`config.mk`:
```
export PLATFORM = sky130hd
export DESIGN_NAME = msu_axis_serializer
export DESIGN_NICKNAME = d
export VERILOG_FILES = /design/src/rtl/msu_axis_serializer.sv
export SDC_FILE = /design/constraint.sdc
export NUM_CORES = 2
export LEC_CHECK = 0
export CORE_AREA = 2 2 438 440
export CTS_BUF_LIST = sky130_fd_sc_hd__clkbuf_8
export DETAILED_ROUTE_END_ITERATION = 10
export DIE_AREA = 0 0 440 442
export GPL_TIMING_DRIVEN = 0
export HOLD_SLACK_MARGIN = 0.08
export SLEW_MARGIN = 5
export SYNTH_ARGS = -nofsm -noshare
export SYNTH_HDL_FRONTEND = slang
export SYNTH_SLANG_ARGS = --single-unit
```
`constraint.sdc`:
```
create_clock -name clk -period 2.9 [get_ports clk]
set_input_delay 0.87 -clock clk [delete_from_list [all_inputs] [get_ports clk]]
set_output_delay 0.87 -clock clk [all_outputs]
set_load 0.005 [all_outputs]
```
`src/rtl/msu_axis_serializer.sv`:
```
// msu_axis_serializer: splits one wide word into a little-endian run of
// AXI-stream beats, with tkeep on the final partial beat and tlast on the
// final beat.
// Optional feature macro: MSU_SER_BACK2BACK_EN. When it is defined, a new
// word can be accepted on the same edge as the last beat of the current
// word, so consecutive words stream without a gap.
module msu_axis_serializer #(
  parameter int IN_BITS = 1056,
  parameter int AXI_LEN = 32
) (
  input  logic                 clk,
  input  logic                 rst_n,
  input  logic                 s_word_val,
  output logic                 s_word_rdy,
  input  logic [IN_BITS-1:0]   s_word_dat,
  output logic                 m_axis_tvalid,
  input  logic                 m_axis_tready,
  output logic [AXI_LEN-1:0]   m_axis_tdata,
  output logic [AXI_LEN/8-1:0] m_axis_tkeep,
  output logic                 m_axis_tlast,
  output logic [31:0]          m_axis_xfer_size_in_bytes,
  output logic                 busy
);

  localparam int BYTS      = AXI_LEN / 8;
  localparam int TOT_BYTS  = (IN_BITS + 7) / 8;
  localparam int NUM_BEATS = (IN_BITS + AXI_LEN - 1) / AXI_LEN;
  localparam int LAST_BYTS = TOT_BYTS - (NUM_BEATS - 1) * BYTS;
  localparam int SR_W      = NUM_BEATS * AXI_LEN;
  localparam int CNT_W     = $clog2(NUM_BEATS + 1);

  localparam logic [BYTS-1:0]  FULL_KEEP = '1;
  localparam logic [BYTS-1:0]  LAST_KEEP = FULL_KEEP >> (BYTS - LAST_BYTS);
  localparam logic [CNT_W-1:0] LAST_CNT  = CNT_W'(NUM_BEATS - 1);

  typedef enum logic {
    IDLE = 1'b0,
    SEND = 1'b1
  } state_t;

  state_t           state_q;
  state_t           state_d;
  logic [SR_W-1:0]  shift_q;
  logic [SR_W-1:0]  shift_d;
  logic [SR_W-1:0]  load_word;
  logic [CNT_W-1:0] cnt_q;
  logic [CNT_W-1:0] cnt_d;
  logic             rdy_q;
  logic             last_beat;
  logic             word_take;

  assign last_beat = (state_q == SEND) && (cnt_q == LAST_CNT);

`ifdef MSU_SER_BACK2BACK_EN
  // Ready also opens while the final beat is being accepted, so the next
  // word can be loaded on the same edge and no idle cycle appears.
  assign s_word_rdy = rdy_q | (last_beat & m_axis_tready);
`else
  assign s_word_rdy = rdy_q;
`endif

  assign word_take = s_word_val & s_word_rdy;

  // Zero-extend the incoming word to a whole number of beats so that the
  // padding above IN_BITS always goes out as zeros.
  always_comb begin
    load_word = '0;
    load_word[IN_BITS-1:0] = s_word_dat;
  end

  // Next-state logic: load on acceptance, shift out one beat per handshake.
  always_comb begin
    state_d = state_q;
    shift_d = shift_q;
    cnt_d   = cnt_q;
    case (state_q)
      IDLE: begin
        if (word_take) begin
          shift_d = load_word;
          cnt_d   = '0;
          state_d = SEND;
        end
      end
      SEND: begin
        if (m_axis_tready) begin
          shift_d = shift_q >> AXI_LEN;
          cnt_d   = cnt_q + CNT_W'(1);
          if (last_beat) begin
            state_d = IDLE;
            if (word_take) begin
              shift_d = load_word;
              cnt_d   = '0;
              state_d = SEND;
            end
          end
        end
      end
      default: begin
        state_d = IDLE;
      end
    endcase
  end

  // State, shift register, beat counter and registered ready.
  always_ff @(posedge clk or negedge rst_n) begin
    if (!rst_n) begin
      state_q <= IDLE;
      shift_q <= '0;
      cnt_q   <= '0;
      rdy_q   <= 1'b0;
    end else begin
      state_q <= state_d;
      shift_q <= shift_d;
      cnt_q   <= cnt_d;
      rdy_q   <= (state_d == IDLE);
    end
  end

  assign m_axis_tvalid = (state_q == SEND);
  assign m_axis_tdata  = shift_q[AXI_LEN-1:0];
  assign m_axis_tkeep  = (state_q != SEND) ? '0 : (last_beat ? LAST_KEEP : FULL_KEEP);
  assign m_axis_tlast  = last_beat;
  assign busy          = (state_q == SEND);
  assign m_axis_xfer_size_in_bytes = 32'(TOT_BYTS);

endmodule
```
== After elaboration in Yosys (flattened, before gate mapping) ==
Index checks and enable logic that the tools add are counted.
Cells by class
  $add $sub $neg: 1
  equality and inequality tests: 3
  mux-type cells: 15
  bitwise gates (word level): 3
  reduce and logical (&&, ||, !) cells: 2
Operator list (count)
  2-to-1 mux 1056 bit: 4
  one-hot mux 1056 bit (2 select lines): 1
  2-to-1 mux 6 bit: 4
  one-hot mux 6 bit (2 select lines): 1
  adder 6 x 1 -> 6 bit, second input constant: 1
  equality test 6 bit, second input constant: 1
  2-to-1 mux 4 bit: 1
  inequality test 2 bit, second input constant: 2
  2-to-1 mux 1 bit: 3
  NOT 1 bit: 2
  one-hot mux 1 bit (2 select lines): 1
  AND reduction 2 bit: 1
  bitwise AND 1 bit: 1
  logical AND 1 bit: 1
Word-level totals
  flip-flop bits (word level): 1064
  input bits: 1060
  output and inout port bits: 72
  word-level logic and storage cells: 28

== Depth between registers and ports, before layout ==
  word-level depth: 6
  mapped depth: 10
  gate-level depth less buffers: 6

== Worst setup path before layout ==
No wires, ideal clock.
  kind: input port to flip-flop
  start point: in m_axis_tready
  end point: reg shift_q[784]
  setup time: 0.121 ns
  data arrival time: 2.149 ns
  data required time: 2.779 ns
  slack: 0.630 ns
  cell stages on the path: 10
  buffers on the path: 6
  cell sequence: buf_6 -> and2_1 -> buf_6 -> a21boi_1 -> buf_2 -> buf_6 -> buf_6 -> buf_6 -> a22oi_1 -> nand2_1
Between the ends
  word-level cells in the longest chain between the ends: 2
Ends and longest elaborated chain
  start, declared: RTL line 17  | input logic m_axis_tready,
  inequality test 2 bit (no source line)
  AND reduction 2 bit (no source line)
  end signal, assigned: RTL line 113  | shift_q <= shift_d;
  end, declared: RTL line 43  | logic [SR_W-1:0] shift_q;
No other way between the ends.
A chain may end at the register's enable or synchronous reset.

== Worst setup path after layout ==
  start point: reg cnt_q[1]
  end point: out m_axis_tlast
Between the ends
  word-level cells in the longest chain between the ends: 2
Ends and longest elaborated chain
  start, declared: RTL line 46  | logic [CNT_W-1:0] cnt_q;
  start signal, assigned: RTL line 114  | cnt_q <= cnt_d;
  equality test 6 bit: RTL line 52  | assign last_beat = (state_q == SEND) && (cnt_q == LAST_CNT);
  logical AND 1 bit: RTL line 52
  end, declared: RTL line 20  | output logic m_axis_tlast,
No other way between the ends.

==> metrics.txt <==
status finished, violations left; failing checks negative setup slack; Residual DRC 0; Worst Path Required 2.03 ns; remaining global-route overflow 0; clk_skew 0.0483 ns; DRT iter0 DRCs 4683; Syn Area/Cell 9.57 um2; Core ar. 190000 um2; total track usage 0.239; Leakage 0.0315 uW; clk slew on worst S/H paths 0.06 ns; TritonCTS Buffers 190; WL met1 98300 um; DRT antenna net count 0; WP data arrival 2.04 ns; max_cap viols 0; Post-Synth Adder-Cell Area 0.000552; total clock sinks 1064; GP Congestion 0.995; fin crit share 1.00; wire per inst 27.3 um; XOR/XNOR Fraction of Synth Area 0.000386; crit-path max FO 2; via count 43572; HPWL after DPL 192000 um; Max Clk Rate 0.343 GHz; vias per inst 4.94; synthesis-to-layout area growth 41.7%; number of global-route vias before repair 43439; die height 442 um; clock period minus worst slack 2.91 ns; max-slew violation count 0; Syn. warnings 0; largest family of logic cells by synthesized area compound AO/OA/AOI/OAI gates; relative max-transition margin 0.335; most common cell after layout, fill and taps aside nand2_1; I/O Pins 1132; multi-input logic area 16500 um2; Initial Utilization 0.239; commonest non-fill, non-tap cells in the layout nand2_1 (2117), clkdlybuf4s50_1 (1083), dfrtp_1 (1061); WL met3 16600 um; TNS Setup -0.0123 ns; maximum VDD drop 0.354 mV; final hold violations 0; Synth Area in Compound Gates 0.182; startpoint type of the worst setup path flop; first-pass GRT wire length 330000 um; post-route insts no fill 8813; Post-synth EDFFs 0; Synth Register Bits 1064; final wirelength 240000 um; routed wl met2 117000 um; final setup margin -0.0123 ns; IO Port Bufs 1098; final net count 7150; fillers 19589; Synth Area in Simple Gates 0.177; Seq/Total Area, Yosys 0.587; count of different cell masters after synthesis 33; largest net degree at the start of global routing 172; Die Width 440 um; utilization after layout 0.339; post-synthesis cell count 4737; Worst-Margin Slew 0.997 ns; DRT Pass-1 Iters 6; Synth Flop Type dfrtp_1; TritonCTS clock tree yes; post-synthesis mux area share 0.000248; initial antenna violation count 99; final-report setup violation count 1; pre-CTS setup slack -1.35 ns; DR top layer met5; worst hold path type in -> async; CTS H-Tree Depth 4; die area 194000 um2; critical setup path kind reg -> out; Row Count 160; mapped cell area 45400 um2; Pwr Density 753 nW/um2; RSZ-0062 raised after global routing yes; share of cells above drive strength 1 0.106; worst skew pair latency 0.98 ns; register area 26600 um2; Async S/R FF share, synth 1.00; CP Capture Type output port; clk buf depth 3; DP Cell Count 8383; CTS Root Cell clkbuf_8
logic make-up after synthesis:
group	after synthesis
AOI/OAI and AO/OA	1100
adders and majority gates	2
muxes	1
other	2
xor gates and xnor gates	2
buffers and inverters	435
DFF	1064
and+or+nand+nor	2131
final timing paths:
check | startpoint | end | slack (ns) | cells after the start
min in group clk | s_word_dat[169] | shift_q[169]$_DFFE_PN0P_ | 0.43 | 3
max in group asynchronous | rst_n | shift_q[849]$_DFFE_PN0P_ | 0.33 | 5
worst min register to register | shift_q[170]$_DFFE_PN0P_ | shift_q[138]$_DFFE_PN0P_ | 0.48 | 2
worst max register to register | cnt_q[1]$_DFFE_PN0P_ | shift_q[19]$_DFFE_PN0P_ | 0.13 | 10
worst min-delay path | rst_n | shift_q[337]$_DFFE_PN0P_ | 0.41 | 2
worst max-delay path | cnt_q[1]$_DFFE_PN0P_ | m_axis_tlast | -0.01 | 4
cell type report:
class / instances / share of cell area
buffer: 431 / 0.0376
sequential: 1064 / 0.414
multi-input combinational: 3268 / 0.257
timing repair buffer: 1130 / 0.179
clock inverter: 95 / 0.00942
antenna: 71 / 0.00276
tap: 2511 / 0.0489
inverter: 3 / 0.000175
clock buffer: 240 / 0.0514
power by group:
group	switching, uW	internal [uW]
logic	4680	5250
registers	4350	19400
clock network	6770	7880
per-layer routing:
metal	track usage	vias up
met2	0.395	2032
met5	0	-
li1	-	19082
met3	0.0427	410
met1	0.307	22038
met4	0.0971	10
metrics by stage:
stage / hold slack, ns / cell area (um2) / power [uW]
final: 0.414 / 64300 / 48400
after global routing: 0.366 / 64200 / 50800
after CTS: 0.326 / 64000 / 48600
after detailed placement: 0.488 / 59800 / 33600
after global placement: 0.487 / 59600 / 33400
after floorplan: 0.469 / 45500 / 27400
critical path, cell delays in order (launching register included):
cell and delay, ns:
dfrtp_1 0.38, inv_1 0.06, ha_2 0.20, and4_4 0.31, buf_6 0.12
sequential cells by signal, summed over array words and instances, names as in the netlist:
register	count
shift_q	1056
busy	1
s_word_rdy	1
cnt_q	6
cell usage after synthesis, types with 3 or more instances:
cell type,number,area (um2)
a21oi_1,36,180
a221o_1,32,320
a22oi_1,1024,7690
and4_1,3,26.3
buf_1,4,15.0
buf_2,219,1100
buf_4,72,541
buf_6,25,282
clkbuf_1,112,420
dfrtp_1,1064,26600
inv_1,3,11.3
nand2_1,2117,7950
repair_timing:
action                                  4_1_cts  5_1_grt
pin swaps                                     4        2
gates cloned                                  1        2
buffers inserted                             18        2
hold buffers                                  2        0
endpoints found under the setup margin     1037      409
resized for setup                            70       28
endpoints found under the hold margin        47        0
Power figures use the tool's default switching activity.
